**config.mk**
```make
export PLATFORM = sky130hd
export DESIGN_NAME = mux_scan_serializer
export DESIGN_NICKNAME = d
export VERILOG_FILES = /design/src/rtl/mux_scan_serializer_pkg.sv /design/src/rtl/mux_scan_serializer_sel_counter.sv /design/src/rtl/mux_scan_serializer.sv
export SDC_FILE = /design/constraint.sdc
export NUM_CORES = 1
export LEC_CHECK = 0
export CORE_ASPECT_RATIO = 1.2
export CORE_UTILIZATION = 42
export CTS_CLUSTER_SIZE = 40
export DETAILED_ROUTE_END_ITERATION = 10
export PLACE_DENSITY = 0.73
export SLEW_MARGIN = 5
export SYNTH_ARGS = -nofsm -noshare
export SYNTH_HDL_FRONTEND = slang
export SYNTH_HIERARCHICAL = 1
export SYNTH_SLANG_ARGS = --single-unit
```
**constraint.sdc**
```tcl
create_clock -name clk -period 2 [get_ports clk]
set_clock_uncertainty 0.15 [all_clocks]
set_input_delay 0.5 -clock clk [delete_from_list [all_inputs] [get_ports clk]]
set_output_delay 0.5 -clock clk [all_outputs]
set_load 0.05 [all_outputs]
```
**src/rtl/mux_scan_serializer_pkg.sv**
```systemverilog
// Shared types for the parallel-to-serial scan serializer.
package mux_scan_serializer_pkg;

   typedef enum logic {
      ST_IDLE  = 1'b0,
      ST_SHIFT = 1'b1
   } state_e;

endpackage

```
**src/rtl/mux_scan_serializer_sel_counter.sv**
```systemverilog
// Modulo-INS select counter: counts 0..INS-1 on en, wraps to 0, clr forces 0.
module scan_sel_counter #(
   parameter int INS   = 16,
   parameter int SEL_W = $clog2(INS)
) (
   input  logic             clk,
   input  logic             reset,
   input  logic             clr,
   input  logic             en,
   output logic [SEL_W-1:0] q,
   output logic             last
);

   localparam logic [SEL_W-1:0] SEL_MAX = SEL_W'(INS - 1);

   logic [SEL_W-1:0] q_q;
   logic [SEL_W-1:0] q_d;

   assign q    = q_q;
   assign last = (q_q == SEL_MAX);

   // Explicit wrap at INS-1 keeps the count in range for non-power-of-two INS.
   always_comb begin
      q_d = q_q;
      if (clr) begin
         q_d = '0;
      end else if (en) begin
         if (last) begin
            q_d = '0;
         end else begin
            q_d = q_q + SEL_W'(1);
         end
      end else begin
         q_d = q_q;
      end
   end

   always_ff @(posedge clk or posedge reset) begin
      if (reset) begin
         q_q <= '0;
      end else begin
         q_q <= q_d;
      end
   end

endmodule

```
**src/rtl/mux_scan_serializer.sv**
```systemverilog
// Captures a parallel word and emits it one bit per transfer on a valid/ready serial port.
module mux_scan_serializer
   import mux_scan_serializer_pkg::*;
#(
   parameter int INS       = 16,
   parameter int LSB_FIRST = 1
) (
   input  logic                   clk,
   input  logic                   reset,
   input  logic [INS-1:0]         din,
   input  logic                   load_valid,
   output logic                   load_ready,
   output logic [$clog2(INS)-1:0] sel,
   output logic                   bit_out,
   output logic                   bit_valid,
   input  logic                   bit_ready,
   output logic                   done_tick
);

   localparam int SEL_W = $clog2(INS);

   state_e           state_q;
   state_e           state_d;
   logic [INS-1:0]   shadow_q;
   logic [INS-1:0]   shadow_d;
   logic [SEL_W-1:0] sel_s;
   logic             last_s;
   logic             xfer_s;
   logic             load_fire_s;
   logic             bit_sel_s;

   assign bit_valid   = (state_q == ST_SHIFT);
   assign xfer_s      = bit_valid && bit_ready;
   assign done_tick   = xfer_s && last_s;
   // The last-bit handshake reopens the load port so a waiting word follows with no bubble.
   assign load_ready  = (state_q == ST_IDLE) || (last_s && bit_ready);
   assign load_fire_s = load_valid && load_ready;
   assign sel         = sel_s;

   scan_sel_counter #(
      .INS   (INS),
      .SEL_W (SEL_W)
   ) u_sel_counter (
      .clk   (clk),
      .reset (reset),
      .clr   (load_fire_s),
      .en    (xfer_s),
      .q     (sel_s),
      .last  (last_s)
   );

   always_comb begin
      state_d  = state_q;
      shadow_d = shadow_q;
      case (state_q)
         ST_IDLE: begin
            if (load_fire_s) begin
               shadow_d = din;
               state_d  = ST_SHIFT;
            end else begin
               state_d  = ST_IDLE;
            end
         end
         ST_SHIFT: begin
            if (done_tick) begin
               if (load_valid) begin
                  shadow_d = din;
                  state_d  = ST_SHIFT;
               end else begin
                  state_d  = ST_IDLE;
               end
            end else begin
               state_d = ST_SHIFT;
            end
         end
         default: begin
            state_d = ST_IDLE;
         end
      endcase
   end

   always_ff @(posedge clk or posedge reset) begin
      if (reset) begin
         state_q  <= ST_IDLE;
         shadow_q <= '0;
      end else begin
         state_q  <= state_d;
         shadow_q <= shadow_d;
      end
   end

   always_comb begin
      bit_sel_s = 1'b0;
      for (int k = 0; k < INS; k++) begin
         if (sel_s == SEL_W'(k)) begin
            if (LSB_FIRST != 0) begin
               bit_sel_s = shadow_q[k];
            end else begin
               bit_sel_s = shadow_q[INS-1-k];
            end
         end
      end
   end

   assign bit_out = bit_valid ? bit_sel_s : 1'b0;

endmodule

```
# Yosys cells after proc, flatten, opt, wreduce, memory -nomap -nowiden
# Cells that the tools add are included.
# op_classes
n_addsub	1
eq_ne	18
n_mux	28
n_bitwise	1
n_reduce_logical	8
# op_table
op	n
2-to-1 mux 16 bit	3
== test 4 bit, second input constant	8
one-hot mux 16 bit (2 select lines)	1
2-to-1 mux 1 bit	20
== test 4 x 3 -> 1 bit, second input constant	4
2-to-1 mux 4 bit	3
== test 4 x 2 -> 1 bit, second input constant	2
!= test 2 bit, second input constant	3
adder 4 x 1 -> 4 bit, second input constant	1
== test 4 x 1 -> 1 bit, second input constant	1
logical AND 1 bit	4
zero test 4 bit	1
AND reduction 3 bit	1
one-hot mux 1 bit (2 select lines)	1
nonzero test 2 bit	1
logical OR 1 bit	1
inverter 1 bit	1
# totals
ff_bits	21
in_bits	20
output_inout_bits	8
wordCells	59

# Depth between registers and ports, before layout
# logic_depth
ltp_word	18
mapped_depth	8
depth_no_buf	7

# Cells and area by module
# Netlist, hierarchy kept.
# modules_own_cells
module	instances	cells_each	area_each_um2
mux_scan_serializer	1	65	849.6
scan_sel_counter	1	21	210.2

# Worst setup path before layout
# Ideal clock, no wire load.
# synth_timing
path_type	register to output
start	register u_sel_counter.q_q[1] (netlist: u_sel_counter/q[1])
end	output port bit_out
arrival_ns	2.551
setup_slack_ns	-1.201
path_stages_with_launch	6
path_buffers	1
cell_sequence	dfrtp_1 > buf_4 > mux4_2 > and3_4 > a211oi_1 > nor3b_1
# synth_between
elab_chain_len	18
word_cells_on_any_way	33
cone_classes	eq/ne: 15; mux: 17; reduce/logical: 1
# synth_lines
element	line_no	rtl
start, declared	mux_scan_serializer_sel_counter.sv:16	logic [SEL_W-1:0] q_q;
start signal, assigned	mux_scan_serializer_sel_counter.sv:42	q_q <= q_d;
zero test 4 bit	mux_scan_serializer.sv:95	if (sel_s == SEL_W'(k)) begin
2-to-1 mux 1 bit (15 in series)	mux_scan_serializer.sv:95	
2-to-1 mux 1 bit *	mux_scan_serializer.sv:95	
2-to-1 mux 1 bit *	mux_scan_serializer.sv:105	assign bit_out = bit_valid ? bit_sel_s : 1'b0;
end, declared	mux_scan_serializer.sv:14	output logic bit_out,
# Mark *: on every way between the ends. The rest lies on a longest branch, timed or not.

# Final worst setup path
# layout_timing
start	register u_sel_counter.q_q[0] (netlist: u_sel_counter/q[0])
end	output port bit_out
# Same word-level chain as after synthesis.

==> impl.org <==
** Timing
- Setup violations remaining at the end of the flow were counted as 3.
- Period utilization :: 1.30
- Counting I/O delays and the setup requirement, the final critical path takes 2.60 ns.
- The worst pin sits at a relative slew slack of 0.668.
- The number of max-slew violations in the final report came to 0.
- The final count of hold timing violations came to 0.
- Slack of the critical path :: -0.599 ns
- For the pin with the worst max-slew slack, the measured transition is 0.497 ns.
- Highest Clock Rate :: 0.385 GHz
- Setup repair after global routing missed its margin :: yes

** Detailed routing
- After the first detailed-routing iteration, the DRC count stood at 8.
- Remaining number of nets flagged by the antenna check after routing :: 0
- First-pass iteration count of the detailed router :: 4
- The detailed router placed 891 vias in this run.
- In the final routed layout, each cell accounts on average for 16.6 um.
- For this block, the routed nets add up to 2710 um of wire.
- DRC Markers :: 0
- Via/cell ratio :: 5.47

** Synth
- Warnings from Yosys :: 6
- Post-Synth Simple-Gate Area :: 0.122
- #FFs+latches synth :: 21
- Post-synthesis share of cell area spent on full adders, half adders and majority gates :: 0.0118
- Cells after synthesis :: 86
- Sequential share of the synthesized area :: 0.496
- Net count of the mapped netlist :: 107
- The netlist uses 29 different library cells.
- Share of cell area taken by muxes after synthesis :: 0.250
- Of the total synthesized cell area, the portion taken by XOR and XNOR cells is 0.00826.
- After synthesis, the largest family of logic cells by area is multiplexers.
- The fraction of the mapped netlist area in compound gates was 0.0826.
- Cell area after technology mapping :: 1060 sq um
- Dividing the synthesized area by the synthesized cell count gives 12.3 sq um.

** Worst setup path
- Along the worst path, the maximum fanout reaches 3.
- The worst setup path is captured at an output pin.
- On the worst path, the slowest cell contributes a delay of 0.51 ns.
- The setup path with the least slack is of type reg2out.
- The slowest stage of the critical path belongs to the cell sky130_fd_sc_hd__mux4_2.
- Traced cell by cell, the critical path runs through mux4_2 > and3_4 > a311oi_4 > nor3b_4 > buf_6.
- Worst path required time :: 1.35 ns
- Arrival time at the worst endpoint :: 1.95 ns
- STA classifies the critical path startpoint as a flip-flop.

** GRT
- Global-route congestion overflow total :: 0
- The first global-routing pass estimated 3720 um of wire.
- The via count of the first global-routing pass came to 851.
- Antenna violations before repair :: 0
- In the global route stage, overall resource usage came out at 0.197.
- Largest net degree at the start of global routing :: 18

** Cells and area
- For this run, the share of the core covered by cells in the final layout is 0.743.
- The final layout contains 154 nets.
- Number of fill cells in the layout :: 179
- The area growth from synthesis to layout is 63.3%.
- Proportion of layout cells with a drive suffix above 1 :: 0.508
- The number of antenna diodes in the final layout is 0.

** Clock network
- TritonCTS sink count :: 21
- Clock-pin slew was measured on the worst setup and hold paths at 0.12 ns.
- CTS built an H-tree with a depth of 1.
- Hold repair after CTS inserted 0 buffers.
- CTS tree :: yes
- Cell chosen for the clock root :: sky130_fd_sc_hd__clkbuf_4
- At the later pin of the worst-skew pair, clock insertion delay measures 0.30 ns.
- TritonCTS created 3 clock buffers.
- No sink is reached through more buffers than the 2 on the longest clock path.

** Status
- The final reports fail on setup timing.
- Result of the run :: complete, but fails checks

** Place
- Weighted congestion at the end of routability-driven global placement :: 0.827
- Prior to clock tree synthesis, the placed netlist has a worst setup slack of -0.293 ns.
- Summed over all nets, the half-perimeter wirelength after detailed placement is 1810 um.
- I/O Buffers :: 27

** Die
- During I/O placement, the number of pins put on the boundary was 28.
- The floorplan has 19 rows.
- Starting density of the core :: 0.455
- Area enclosed by the die boundary :: 2730 sq um
- Die Span Y :: 57.0 um
- The floorplan step set the die width to 47.9 um.
- After floorplanning, the core was sized to cover 2330 sq um.

** Power
- Leakage power :: 0.780 nW
- Power density cells :: 1500 nW/um^2
- VDD sags by at most 1100 uV.
- Summing internal, switching and leakage power gives 2.60 mW.

** Job
- Total of max-cap violations :: 0

** Worst hold path
- The worst hold path belongs to the class in2async.
==> cell usage after synthesis, drive strengths merged <==
library cell / count / area [sq um]
and3: 3 / 28.8
or3: 1 / 6.26
mux2i: 4 / 40.0
mux4: 1 / 22.5
or2: 1 / 6.26
inv: 5 / 18.8
buf: 2 / 12.5
a21oi: 3 / 18.8
or3b: 1 / 8.76
ha: 1 / 12.5
a211oi: 1 / 7.51
a311oi: 1 / 15.0
or2b: 1 / 7.51
o221a: 1 / 11.3
nor2: 3 / 11.3
mux2: 18 / 203
o21ai: 2 / 10.0
o22ai: 1 / 6.26
dfrtp: 21 / 526
nand2b: 2 / 12.5
nor3b: 2 / 15.0
a221o: 1 / 11.3
xor2: 1 / 8.76
a21boi: 1 / 7.51
nand2: 7 / 26.3
and2: 1 / 6.26
==> per-stage QoR <==
step	hold WS (ns)	cells	area, sq um	setup TNS, ns
6_report	0.275	163	1730	-1.26
2_1_floorplan	0.116	86	1110	-2.06
5_1_grt	0.272	163	1730	-1.55
4_1_cts	0.274	161	1660	-1.25
3_5_place_dp	0.341	155	1570	-1.32
3_3_place_gp	0.335	155	1570	-0.837
==> cells in the final DEF, fill, tap and decap left out, drive strengths merged <==
cell / instances
a21oi: 3
mux4: 1
nand2b: 2
a311oi: 1
o22ai: 1
inv: 5
dfrtp: 21
clkinv: 1
ha: 1
mux2: 18
or2: 1
or2b: 1
o21ai: 2
and3: 3
a221o: 1
and2: 1
buf: 22
a211oi: 1
clkdlybuf4s50: 19
mux2i: 4
o221a: 1
or3: 1
xor2: 1
clkbuf: 4
a21boi: 1
nor3b: 2
or3b: 1
nor2: 3
nand2: 9
==> layer usage <==
layer	track usage	wire, um	up-vias	share of wire
li1	-	-	398	-
met1	0.239	1010	439	0.37
met2	0.344	1450	43	0.54
met3	0.0190	119	11	0.044
met4	0.0714	130	0	0.048
met5	0	0	-	0
==> power by group <==
part           switching (mW)  internal, mW
Sequential              0.147         0.632
Combinational           0.765         0.854
Clock                   0.127        0.0746
==> area by class of cell <==
type / instances / area, sq um / area share
Inverter: 5 / 18.8 / 0.0108
Sequential cell: 21 / 533 / 0.308
Timing Repair Buffer: 42 / 455 / 0.263
Clock buffer: 3 / 22.5 / 0.0130
Tap cell: 31 / 38.8 / 0.0224
Clock inverter: 1 / 5.00 / 0.00289
Multi-Input combinational cell: 60 / 657 / 0.380
==> sequential cells by signal, indices dropped and copies added, names as in the netlist <==
| name | flops |
|---|---|
| shadow_q | 16 |
| u_sel_counter/q | 4 |
| bit_valid | 1 |
==> kinds of logic (layout without fill, tap and decap cells) <==
| kind of cell | count (synthesis) | after routing |
|---|---|---|
| DFF | 21 | 21 |
| buffers and inverters | 7 | 51 |
| AOI/OAI and AO/OA | 11 | 11 |
| muxes | 23 | 23 |
| and+or+nand+nor | 22 | 24 |
| xor gates and xnor gates | 1 | 1 |
| adders and majority gates | 1 | 1 |
==> worst paths after layout <==
path / end / slack, ns / start / depth (start not counted)
worst min-delay path: u_sel_counter/q[3]$_DFFE_PP0P_ / 0.28 / reset / 2
worst min register to register: shadow_q[6]$_DFFE_PP0P_ / 0.37 / shadow_q[6]$_DFFE_PP0P_ / 1
min in group clk: shadow_q[6]$_DFFE_PP0P_ / 0.37 / shadow_q[6]$_DFFE_PP0P_ / 1
max in group asynchronous: shadow_q[3]$_DFFE_PP0P_ / 0.97 / reset / 3
worst max register to register: shadow_q[15]$_DFFE_PP0P_ / 0.03 / u_sel_counter/q[0]$_DFFE_PP0P_ / 7
worst max-delay path: bit_out / -0.60 / u_sel_counter/q[0]$_DFFE_PP0P_ / 5
==> critical path: cells and delay by family (launching register included) <==
family / cells / cell delay, ns
DFF: 1 / 0.44
and+or+nand+nor: 2 / 0.26
buffers and inverters: 1 / 0.15
muxes: 1 / 0.51
AOI/OAI and AO/OA: 1 / 0.29
==> repair_timing <==
action / in CTS / in global routing
hold endpoints to repair: 0 / 0
setup endpoints to repair: 19 / 19
resized for setup: 8 / 12
gates cloned: 0 / 2
pin swaps: 3 / 2
buffers inserted: 2 / 0
Note: power is estimated with default switching activity, not from simulation.
